`src/rtl/psum_accum_ctrl.sv`:
```
// Sequencer for the partial-sum accumulator lanes: clears, gates in cin_tiles
// partial sums per output tile, waits for settle, then hands the result downstream.
module psum_accum_ctrl #(
    parameter int unsigned CNT_W   = 8,
    parameter int unsigned ADD_LAT = 1
) (
    input  logic             clk,
    input  logic             rst,
    input  logic             start,
    input  logic [CNT_W-1:0] cfg_cin_tiles,
    input  logic [CNT_W-1:0] cfg_out_tiles,
    input  logic             in_valid,
    output logic             in_ready,
    output logic             add_en,
    output logic             acc_clr,
    output logic             out_valid,
    input  logic             out_ready,
    output logic [CNT_W-1:0] tile_idx,
    output logic             busy,
    output logic             done
);

    localparam int unsigned SET_W = (ADD_LAT > 1) ? $clog2(ADD_LAT) : 1;

    typedef enum logic [2:0] {
        S_IDLE,
        S_CLR,
        S_ACCUM,
        S_SETTLE,
        S_OUT,
        S_DONE
    } state_t;

    state_t             state_q, state_d;
    logic [CNT_W-1:0]   cin_cnt_q, cin_cnt_d;
    logic [CNT_W-1:0]   tile_d;
    logic [CNT_W-1:0]   cin_tiles_q, cin_tiles_d;
    logic [CNT_W-1:0]   out_tiles_q, out_tiles_d;
    logic [SET_W-1:0]   set_cnt_q, set_cnt_d;

    // in_ready is only ever high in ACCUM, so this is the accepted-input strobe.
    assign add_en = in_valid & in_ready;

    // Next-state and counter logic; counters compare against latched config only.
    always_comb begin
        state_d     = state_q;
        cin_cnt_d   = cin_cnt_q;
        tile_d      = tile_idx;
        cin_tiles_d = cin_tiles_q;
        out_tiles_d = out_tiles_q;
        set_cnt_d   = set_cnt_q;

        case (state_q)
            S_IDLE: begin
                if (start) begin
                    cin_tiles_d = (cfg_cin_tiles == '0) ? CNT_W'(1) : cfg_cin_tiles;
                    out_tiles_d = (cfg_out_tiles == '0) ? CNT_W'(1) : cfg_out_tiles;
                    tile_d      = '0;
                    state_d     = S_CLR;
                end
            end
            S_CLR: begin
                cin_cnt_d = '0;
                state_d   = S_ACCUM;
            end
            S_ACCUM: begin
                if (add_en) begin
                    if (cin_cnt_q == cin_tiles_q - CNT_W'(1)) begin
                        set_cnt_d = '0;
                        state_d   = S_SETTLE;
                    end else begin
                        cin_cnt_d = cin_cnt_q + CNT_W'(1);
                    end
                end
            end
            S_SETTLE: begin
                if (set_cnt_q == SET_W'(ADD_LAT - 1)) begin
                    state_d = S_OUT;
                end else begin
                    set_cnt_d = set_cnt_q + SET_W'(1);
                end
            end
            S_OUT: begin
                if (out_valid && out_ready) begin
                    if (tile_idx == out_tiles_q - CNT_W'(1)) begin
                        state_d = S_DONE;
                    end else begin
                        tile_d  = tile_idx + CNT_W'(1);
                        state_d = S_CLR;
                    end
                end
            end
            S_DONE: begin
                state_d = S_IDLE;
            end
            default: begin
                state_d = S_IDLE;
            end
        endcase
    end

    // State register; outputs are registered decodes of the next state.
    always_ff @(posedge clk) begin
        if (rst) begin
            state_q     <= S_IDLE;
            cin_cnt_q   <= '0;
            tile_idx    <= '0;
            cin_tiles_q <= '0;
            out_tiles_q <= '0;
            set_cnt_q   <= '0;
            in_ready    <= 1'b0;
            acc_clr     <= 1'b0;
            out_valid   <= 1'b0;
            busy        <= 1'b0;
            done        <= 1'b0;
        end else begin
            state_q     <= state_d;
            cin_cnt_q   <= cin_cnt_d;
            tile_idx    <= tile_d;
            cin_tiles_q <= cin_tiles_d;
            out_tiles_q <= out_tiles_d;
            set_cnt_q   <= set_cnt_d;
            in_ready    <= (state_d == S_ACCUM);
            acc_clr     <= (state_d == S_CLR);
            out_valid   <= (state_d == S_OUT);
            busy        <= (state_d != S_IDLE);
            done        <= (state_d == S_DONE);
        end
    end

endmodule

```
`config.mk`:
```
export PLATFORM = sky130hd
export DESIGN_NAME = psum_accum_ctrl
export DESIGN_NICKNAME = d
export VERILOG_FILES = /design/src/rtl/psum_accum_ctrl.sv
export SDC_FILE = /design/constraint.sdc
export NUM_CORES = 1
export LEC_CHECK = 0
export ABC_AREA = 0
export CAP_MARGIN = 30
export CORE_MARGIN = 10
export CORE_UTILIZATION = 65
export DETAILED_ROUTE_END_ITERATION = 10
export DONT_BUFFER_PORTS = 1
export MAX_ROUTING_LAYER = met4
export PLACE_DENSITY = 0.81
export SLEW_MARGIN = 40
export SYNTH_ARGS = -nofsm -noshare
export SYNTH_HDL_FRONTEND = slang
export SYNTH_SLANG_ARGS = --single-unit
```
`constraint.sdc`:
```
create_clock -name clk -period 6.5 [get_ports clk]
set_clock_uncertainty 0.1 [all_clocks]
set_input_delay 0 -clock clk [delete_from_list [all_inputs] [get_ports clk]]
set_output_delay 0 -clock clk [all_outputs]
set_load 0.01 [all_outputs]
```
* Word level (Yosys, flattened, before mapping) *
Index checks and enable logic that the tools add are counted.

word-level totals
  word-level logic and storage cells = 65
  memories = 0
  RAM bits = 0
  input bits = 21
  register bits = 41
  bits in latches = 0
  output and inout port bits = 14
  memory bits (read-only) = 0

operators by class
  reduce and logical (&&, ||, !) cells = 12
  add/sub/neg operators = 5
  bitwise operators = 1
  magnitude comparators = 0
  shifts and indexed selects = 0
  $mul = 0
  divide/modulo/power cells = 0
  multiplexer cells = 20
  eq/ne operators = 16

operators by type and width
  kind                   count
  $mux W8                7
  $pmux W8 S2            2
  $mux W3                6
  $add A8 B1 Y8 const B  2
  $eq A8 B8 Y1           2
  $logic_not A8 Y1       2
  $sub A8 B1 Y8 const B  2
  $pmux W3 S5            1
  $ne A2 B2 Y1 const B   6
  $eq A3 B2 Y1 const B   3
  $eq A3 B3 Y1 const B   3
  $eq A3 B1 Y1 const B   2
  $reduce_and A3 Y1      2
  $reduce_bool A2 Y1     3
  $reduce_and A4 Y1      1
  $logic_not A3 Y1       1
  $mux W1                3
  $reduce_bool A3 Y1     1
  $pmux W1 S2            1
  $reduce_and A2 Y1      1
  $add A1 B1 Y1 const B  1
  $and A1 B1 Y1          1
  $logic_and A1 B1 Y1    1

* Longest topological paths before layout *
Gate-level depths: netlist of run 1.

  depth after elaboration = 6
  depth in mapped cells = 9
  depth with buffers taken out = 8

* Least setup slack after synthesis of run 1 *
OpenSTA, ideal clock, no wires.

  kind = register to register
  start = reg out_tiles_q[0]
  end = reg tile_idx[5]
  data required time = 6.279 ns
  path buffers = 0
  path slack = 4.177 ns
  clock period less this slack = 2.323 ns
  arrival time = 2.102 ns
  library setup time = 0.121 ns
  cell stages (with the launch flop) = 9
  cells stage by stage = dfxtp_1 inv_1 ha_1 and2b_1 or3_1 a311oi_2 o2111a_2 nor4_1 mux2_4

between the ends
  longest elaborated chain between the ends = 4

RTL lines
  item                         RTL line  RTL
  start, declared              38        logic [CNT_W-1:0] out_tiles_q, out_tiles_d;
  start signal, assigned       121       out_tiles_q <= out_tiles_d;
  $sub A8 B1 Y8                85        if (tile_idx == out_tiles_q - CNT_W'(1)) begin
  $eq A8 B8 Y1                 85
  $ne A2 B2 Y1 (no line)       -
  $reduce_and A4 Y1 (no line)  -
  end signal, assigned         119       tile_idx <= tile_d;
  end, declared                18        output logic [CNT_W-1:0] tile_idx,

No other way between the ends.
A chain may end at the register's enable or synchronous reset.

* Worst setup path after layout of run 1 *
Ends and elaborated chain as after synthesis.

==> metrics.txt, run 1 <==
status complete, no violations; first-pass GRT wire length 9.63 mm; Fin. Hold Viols 0; vias per cell 6.07; Max clock buf depth 2; grt total ovfl 0; num ports 35; Worst EP required 6.67 ns; GP Congestion 0.888; die area around 6200 um2; prevailing post-synth register cell dfxtp_1; Worst setup EP type flip-flop; CP max FO 15; fin crit share between 40% and 50%; die height 78.8 um; Pwr Density 206 nW/um2; hold_sp rst; wire per inst 16.1 um; Setup crit start kind flip-flop; total power 0.519 mW; Post-CTS Resized 0; Leak Pwr 0.887 nW; clock tree from TritonCTS built; fmax 0.370 GHz; #FFs+latches synth 40; Cells after Synth 279; placed cell area 2260 um2; number of max-cap violations 0; via count 2081; initial core utilization 67.3%; clk sinks 40; First-pass DRT Iterations 4; syn_nets 304; Die X a little under 80 um; fin area approximately 2500 um2; Seq/Total Area, Yosys 35.6%; worst min-delay path category in -> reg; Worst-Skew Late Latency 0.36 ns; vias in the first global route approximately 2000; Final setup viols 0; Worst-Margin Slew 0.746 ns; hold slack approximately 0.012 ns; Synth Cell Area 2250 um2; fin. max-slew vios 0; VDD IR max 126 uV; post-route setup TNS 0 ns; CP Class reg -> reg; drt drc 0; share of cells above drive strength 1 ~5.4%; Port Buffers 0; largest net degree at the start of global routing 35; Final Critical Period 2.70 ns; EDFF count, synth 0; number of CTS-inserted buffers 5; most common cell after layout, fill and taps aside nand2_1; initial antenna violation count 0; Final #Nets 321; Reg clk slew, reported paths ~0.13 ns; critical path arrival 2.87 ns; ANT nets after route 0; syn avg cell area 8.05 um2; FP Rows 21; H-tree levels 2; Post-synth ARST share 0%; 1st-iter DRT viols 214; final core utilization 75.4%; root buffer cell clkbuf_4; unrepaired setup endpoints after global routing false; leading cell types in the layout, fill and taps excluded 49 x nand2_1, 40 x dfxtp_1, 22 x a21oi_1; Unique masters post-synth 43; ant diodes 0; reg-to-reg startpoint out_tiles_q[0]; core area 3340 um2; hpwl dp 3.80 mm; YS warnings 0; total track usage 19.1%; Slew HR 50.1%; CP Launch Point out_tiles_q[0]; DRT Wirelength roughly 5.5 mm; Area growth syn-to-layout 12.0%
==> final cells by class <==
class	count	area [um2]
Multi-Input combinational cell	219	1360
Fill cell	265	821
Sequential cell	40	801
Timing Repair Buffer	20	195
Tap cell	46	57.6
Clock buffer	6	51.3
Inverter	10	37.5
Clock inverter	2	10.0
==> per-layer routing <==
layer	track usage, %	routed length, um
met1	23.6	2470
met3	5.86	446
met2	29.6	2590
met5	-	0
met4	5.20	29
==> metrics by stage <==
step	std cells	worst slack [ns]
after floorplan	279	4.18
after global placement	315	3.94
after detailed placement	315	3.82
after CTS	343	3.81
after global routing	343	3.54
final	343	3.80
==> registers in the layout, indices dropped and copies added (netlist names) <==
| name | count |
|---|---|
| cin_cnt_q | 8 |
| cin_tiles_q | 8 |
| out_tiles_q | 8 |
| tile_idx | 8 |
| state_q | 3 |
| acc_clr | 1 |
| busy | 1 |
| done | 1 |
| in_ready | 1 |
| out_valid | 1 |
==> Yosys cell counts (2+ instances only) <==
library cell,number,area (um2)
nor4_1,5,31.3
nor3_1,9,45.0
o21ai_0,5,25.0
nor3b_1,4,30.0
or3_1,10,62.6
a21oi_1,22,110
o21ai_1,3,15.0
nor3_2,2,20.0
ha_1,4,50.1
o21a_1,4,30.0
nand2b_1,3,18.8
dfxtp_1,40,801
inv_1,10,37.5
mux2i_1,8,80.1
o31a_1,2,17.5
a211oi_1,7,52.6
and3_1,4,25.0
nor2_1,13,48.8
nand4_1,4,25.0
o211ai_1,4,30.0
clkbuf_1,9,33.8
and2_1,3,18.8
xor2_1,8,70.1
or4_1,6,45.0
xnor2_1,10,87.6
nand2_1,49,184
a31oi_1,5,31.3
nand3_1,11,55.1
==> logic make-up after synthesis <==
logic type      after synthesis  share of synthesized area [%]
compound gates               59                           17.2
mux                           9                           4.23
xor+xnor                     19                           8.02
buf+inv                      20                           3.67
fa+ha+maj                     4                           2.23
simple gates                128                           29.0
flops                        40                           35.6
==> where the power goes <==
| group | switching, mW | total [mW] | internal (mW) |
|---|---|---|---|
| Sequential | 0.0139 | 0.271 | 0.257 |
| Clock | 0.0844 | 0.136 | 0.0515 |
| Combinational | 0.0646 | 0.113 | 0.0483 |
==> critical path, stage by stage (launching register included) <==
cell and delay [ns]:
dfxtp_1 0.42, inv_1 0.10, ha_1 0.32, xor2_1 0.14, o211ai_1 0.10, a2111oi_0 0.56, o2111a_2 0.47, nor4_1 0.10
mux2_4 0.30
==> timing repair <==
item / in CTS / in global routing
setup endpoints to repair: 0 / 0
setup buffers: 0 / 0
hold buffers: 20 / 0
endpoints found under the hold margin: 39 / 0
==> final timing paths <==
| path | to | slack, ns | cells past startpoint |
|---|---|---|---|
| worst max-delay path | tile_idx[5] | 3.80 | 8 |
| worst min-delay path | state_q[2] | 0.01 | 2 |
| worst max register to register | tile_idx[5] | 3.80 | 8 |
| worst min register to register | cin_tiles_q[7] | 0.39 | 2 |
(Power assumes the default switching activity.)
==> inputs of run 2 (changes only) <==
--- a/config.mk
+++ b/config.mk
@@ -8,11 +8,11 @@
 export ABC_AREA = 0
 export CAP_MARGIN = 30
 export CORE_MARGIN = 10
-export CORE_UTILIZATION = 65
+export CORE_UTILIZATION = 57
 export DETAILED_ROUTE_END_ITERATION = 10
 export DONT_BUFFER_PORTS = 1
 export MAX_ROUTING_LAYER = met4
-export PLACE_DENSITY = 0.81
+export PLACE_DENSITY = 0.75
 export SLEW_MARGIN = 40
 export SYNTH_ARGS = -nofsm -noshare
 export SYNTH_HDL_FRONTEND = slang
==> constraint.sdc (replaced) <==
create_clock -name clk -period 2.4 [get_ports clk]
set_clock_uncertainty 0.1 [all_clocks]
set_input_delay 0 -clock clk [delete_from_list [all_inputs] [get_ports clk]]
set_output_delay 0 -clock clk [all_outputs]
set_load 0.01 [all_outputs]
==> metrics.txt, run 2 (synthesis gave the netlist of run 1 again) <==
Worst setup EP type flip-flop; post-route setup TNS 0 ns; ant diodes 0; Worst-Skew Late Latency 0.29 ns; root buffer cell clkbuf_8; First-pass DRT Iterations 4; vias per cell 5.92; FF-to-FF End tile_idx[5]; Worst Hold End state_q[2]; Slew HR 61.8%; num ports 35; Final #Nets 341; DRT Wirelength 5.71 mm; clk sinks 40; unrepaired setup endpoints after global routing false; # placed instances between 300 and 400; Setup crit start kind flip-flop; Filler cells 297; die height between 80 and 90 um; fin crit share 94.3%; hold slack 0.0374 ns; Worst EP required 2.49 ns; largest net degree at the start of global routing 35; reg2reg path depth 6; R2R setup slack 0.14 ns; most common cell after layout, fill and taps aside nand2_1; CP Class reg -> reg; leading cell types in the layout, fill and taps excluded 49 x nand2_1, 38 x dfxtp_1, 25 x dlygate4sd3_1; Setup Buffers After CTS 0; wire per inst 15.7 um; initial core utilization 60.0%; number of max-cap violations 0; core area 3740 um2; Max clock buf depth 2; share of cells above drive strength 1 between 10% and 20%; Fin. Hold Viols 0; Port Buffers 0; clock network power share 30.1%; via count 2161; internal power about 1.1 mW; total track usage 17.9%; total power 1.55 mW; GP Congestion 0.810; Area growth syn-to-layout 23.4%; hpwl dp 3.82 mm; initial antenna violation count 0; Final Critical Period between 2 and 2.5 ns; VDD IR max 359 uV; vias in the first global route 1991; fmax 0.442 GHz; FP Rows 22; Final setup viols 0; fin. max-slew vios 0; Switching Power 0.454 mW; Worst-Margin Slew between 0.5 and 0.6 ns; critical path arrival 2.35 ns; Die X around 83 um; drt drc 0; Reg clk slew, reported paths 0.07 ns; final worst slack 0.138 ns; 1st-iter DRT viols 130; final non-filler cell total ~370; first-pass GRT wire length 9.54 mm; Worst Hold Depth 4; CP max FO 6; sw frac roughly 29%; die area about 6900 um2; share of total power in combinational logic between 20% and 30%; ANT nets after route 0; H-tree levels 2; Seq pwr share a little under half; clock tree from TritonCTS built; Pwr Density 558 nW/um2; status complete, no violations; number of CTS-inserted buffers 5; dpl ws 0.0321 ns; worst min-delay path category in -> reg; grt total ovfl 0; hold_sp out_ready; Leak Pwr 1.02 nW; reg-to-reg startpoint out_tiles_q[3]
-- run 2: cell types whose count changed in the layout (fill, tap and decap cells not counted), moves of 2 or more --
cell           before  now
clkbuf_4            5    0
clkbuf_8            1    6
clkbuf_1            0    2
nor3_2              2    4
nor3_1              9    7
dlygate4sd3_1      19   25
buf_4               0   13
buf_12              0    2
dfxtp_1            40   38
clkinv_2            2    0
dfxtp_2             0    2
-- run 2: final cells by class --
class                           count  area, um2  area share [%]
Multi-Input combinational cell    219       1400            50.3
Timing Repair Buffer               40        388            14.0
Sequential cell                    40        803            29.0
Inverter                           10       37.5            1.35
Tap cell                           48       60.1            2.17
Clock buffer                        8       90.1            3.25
-- run 2: stage by stage --
stage,utilization (%),cell area (um2)
2_1_floorplan,-,2250
3_3_place_gp,63.6,2380
5_1_grt,74.1,2770
4_1_cts,73.2,2740
3_5_place_dp,63.6,2380
6_report,74.1,2770
-- run 2: worst max-delay path, cell delays in order (launching register included) --
cell and delay (ns):
dfxtp_1 0.38, or4_4 0.55, o21a_1 0.21, a311oi_2 0.26
o2111a_2 0.28, nor4_1 0.07, mux2_4 0.31
-- run 2: repair_timing --
item	in CTS	in global routing
endpoints found under the setup margin	1	11
pin swaps	0	3
hold endpoints to repair	39	0
resized for setup	1	8
hold buffers	26	0
-- run 2: worst max-delay path by stage --
stage                    from     endpoint  slack [ns]
2_1_floorplan  out_tiles_q[0]  tile_idx[5]        0.08
3_3_place_gp   out_tiles_q[1]  tile_idx[5]         0.1
3_5_place_dp   out_tiles_q[1]  tile_idx[5]        0.03
4_1_cts        out_tiles_q[1]  tile_idx[5]        0.02
5_1_grt        out_tiles_q[3]  tile_idx[0]       0.008
6_report       out_tiles_q[3]  tile_idx[5]        0.14
-- run 2: power by group through the flow --
stage | Sequential (mW) | Clock [mW] | Combinational, mW
floorplan | 0.737 | 0 | 0.229
global route | 0.738 | 0.501 | 0.388
finish | 0.732 | 0.467 | 0.349
global placement | 0.744 | 0 | 0.281
CTS | 0.730 | 0.476 | 0.337
detailed placement | 0.746 | 0 | 0.286
-- run 2: metal layers --
| metal | wire [um] | vias up | GRT usage (%) |
|---|---|---|---|
| li1 | - | 1080 | - |
| met1 | 2610 | 998 | 23.1 |
| met2 | 2580 | 77 | 27.2 |
| met3 | 472 | 6 | 5.28 |
| met4 | 49 | 0 | 3.51 |
| met5 | 0 | - | - |
==> inputs of run 3 (changes only) <==
--- a/config.mk
+++ b/config.mk
@@ -8,11 +8,11 @@
 export ABC_AREA = 0
 export CAP_MARGIN = 30
 export CORE_MARGIN = 10
-export CORE_UTILIZATION = 57
+export CORE_UTILIZATION = 25
 export DETAILED_ROUTE_END_ITERATION = 10
 export DONT_BUFFER_PORTS = 1
 export MAX_ROUTING_LAYER = met4
-export PLACE_DENSITY = 0.75
+export PLACE_DENSITY = 0.43
 export SLEW_MARGIN = 40
 export SYNTH_ARGS = -nofsm -noshare
 export SYNTH_HDL_FRONTEND = slang
==> metrics.txt, run 3 (synthesis gave the netlist of run 1 again) <==
wire per inst roughly 15 um; post-route setup TNS 0 ns; Slew HR 59.8%; 1st-iter DRT viols ~100; fin crit share 94.7%; Worst-Skew Late Latency between 0.2 and 0.3 ns; number of max-cap violations 0; Top delay family on crit path simple AND/OR/NAND/NOR gates; worst path cell trace or4_4 > nor3_2 > a311oi_2 > o2111a_2 > nor4_1 > mux2_4; Max clock buf depth 2; H-tree levels 2; largest net degree at the start of global routing 35; R2R setup slack 0.13 ns; Port Buffers 0; grt total ovfl 0; initial antenna violation count 0; Largest stage delay, worst path 0.54 ns; leading cell types in the layout, fill and taps excluded 49 x nand2_1, 37 x dfxtp_1, 30 x dlygate4sd3_1; vias in the first global route 2139; first-pass GRT wire length around 11 mm; Worst EP required 2.48 ns; Final Critical Period around 2.3 ns; most common cell after layout, fill and taps aside nand2_1; sw frac around 29%; share of total power in combinational logic 23.6%; First-pass DRT Iterations 4; clock tree from TritonCTS built; vias per cell 4.97; total track usage 9.96%; Reg clk slew, reported paths roughly 0.08 ns; number of CTS-inserted buffers 5; VDD IR max 215 uV; Switching Power ~0.47 mW; Final setup viols 0; ant diodes 0; GP Congestion between 0.7 and 0.8; drt drc 0; internal power between 1 and 1.5 mW; die area around 13000 um2; slowest cell on the critical path or4_4; final non-filler cell total between 400 and 500; # placed instances 396; Worst setup EP type flip-flop; Pwr Density about 540 nW/um2; fmax 0.440 GHz; unrepaired setup endpoints after global routing false; die height ~110 um; share of cells above drive strength 1 13.2%; via count 2156; initial core utilization 25.8%; Leak Pwr 1.08 nW; Setup crit start kind flip-flop; hpwl dp around 4.6 mm; status complete, no violations; Setup Buffers After CTS 0; CP max FO 8; fin. max-slew vios 0; num ports 35; Seq pwr share 45.7%; worst min-delay path category in -> reg; Fin. Hold Viols 0; DRT Wirelength between 6 and 7 mm; Die X between 100 and 150 um; root buffer cell clkbuf_8; FP Rows 34; Worst Path Buf+Inv 0; Worst-Margin Slew about 0.60 ns; core area 8720 um2; critical path arrival 2.35 ns; ANT nets after route 0; Area growth syn-to-layout 31.1%; Final #Nets 351; clock network power share 30.7%; CP Class reg -> reg; total power roughly 1.6 mW; clk sinks 40
## run 3: through the flow
step                util [%]  setup slack, ns  hold slack, ns  instance area [um2]
detailed placement      28.4          -0.0339         -0.0229                 2480
global placement        28.4          -0.0276         -0.0229                 2480
finish                  33.8            0.128          0.0343                 2950
floorplan                  -           0.0768          0.0360                 2250
global route            33.8           0.0110          0.0909                 2950
CTS                     33.3           0.0695          0.0173                 2900
## run 3: power by group through the flow
stage	Sequential (mW)	Clock, mW	Combinational (mW)
detailed placement	0.744	0	0.304
floorplan	0.737	0	0.229
CTS	0.728	0.511	0.369
finish	0.729	0.491	0.377
global route	0.735	0.554	0.421
global placement	0.744	0	0.302
## run 3: layout make-up
type                            count  area, um2
Timing Repair Buffer               50        463
Clock buffer                        7       96.3
Multi-Input combinational cell    219       1410
Sequential cell                    40        805
Inverter                           10       37.5
Fill cell                         890       5780
Tap cell                          108        135
## run 3: layer usage
layer | track usage (%) | part of all wire (%)
met5 | - | 0
met4 | 1.98 | 0.66
met2 | 16.9 | 51
met1 | 11.7 | 44
met3 | 2.40 | 4.4
## run 3: worst reg2reg max path, cell delays in order (launching register included)
cell and delay, ns:
dfxtp_2 0.37, or4_4 0.55, nor3_2 0.22, a311oi_2 0.06, o2111a_2 0.20, nor4_1 0.35, mux2_4 0.33
## run 3: final timing paths
path,endpoint,startpoint,depth (start not counted)
hold reg to reg,cin_cnt_q[7],cin_cnt_q[7],2
hold / removal,state_q[2],out_ready,4
setup / recovery,tile_idx[5],out_tiles_q[2],6
setup reg to reg,tile_idx[5],out_tiles_q[2],6
## run 3: what timing repair did
item | 4_1_cts | 5_1_grt
hold endpoints to repair | 39 | 0
pin swaps | 0 | 2
hold buffers | 31 | 0
endpoints found under the setup margin | 2 | 18
resized for setup | 1 | 11
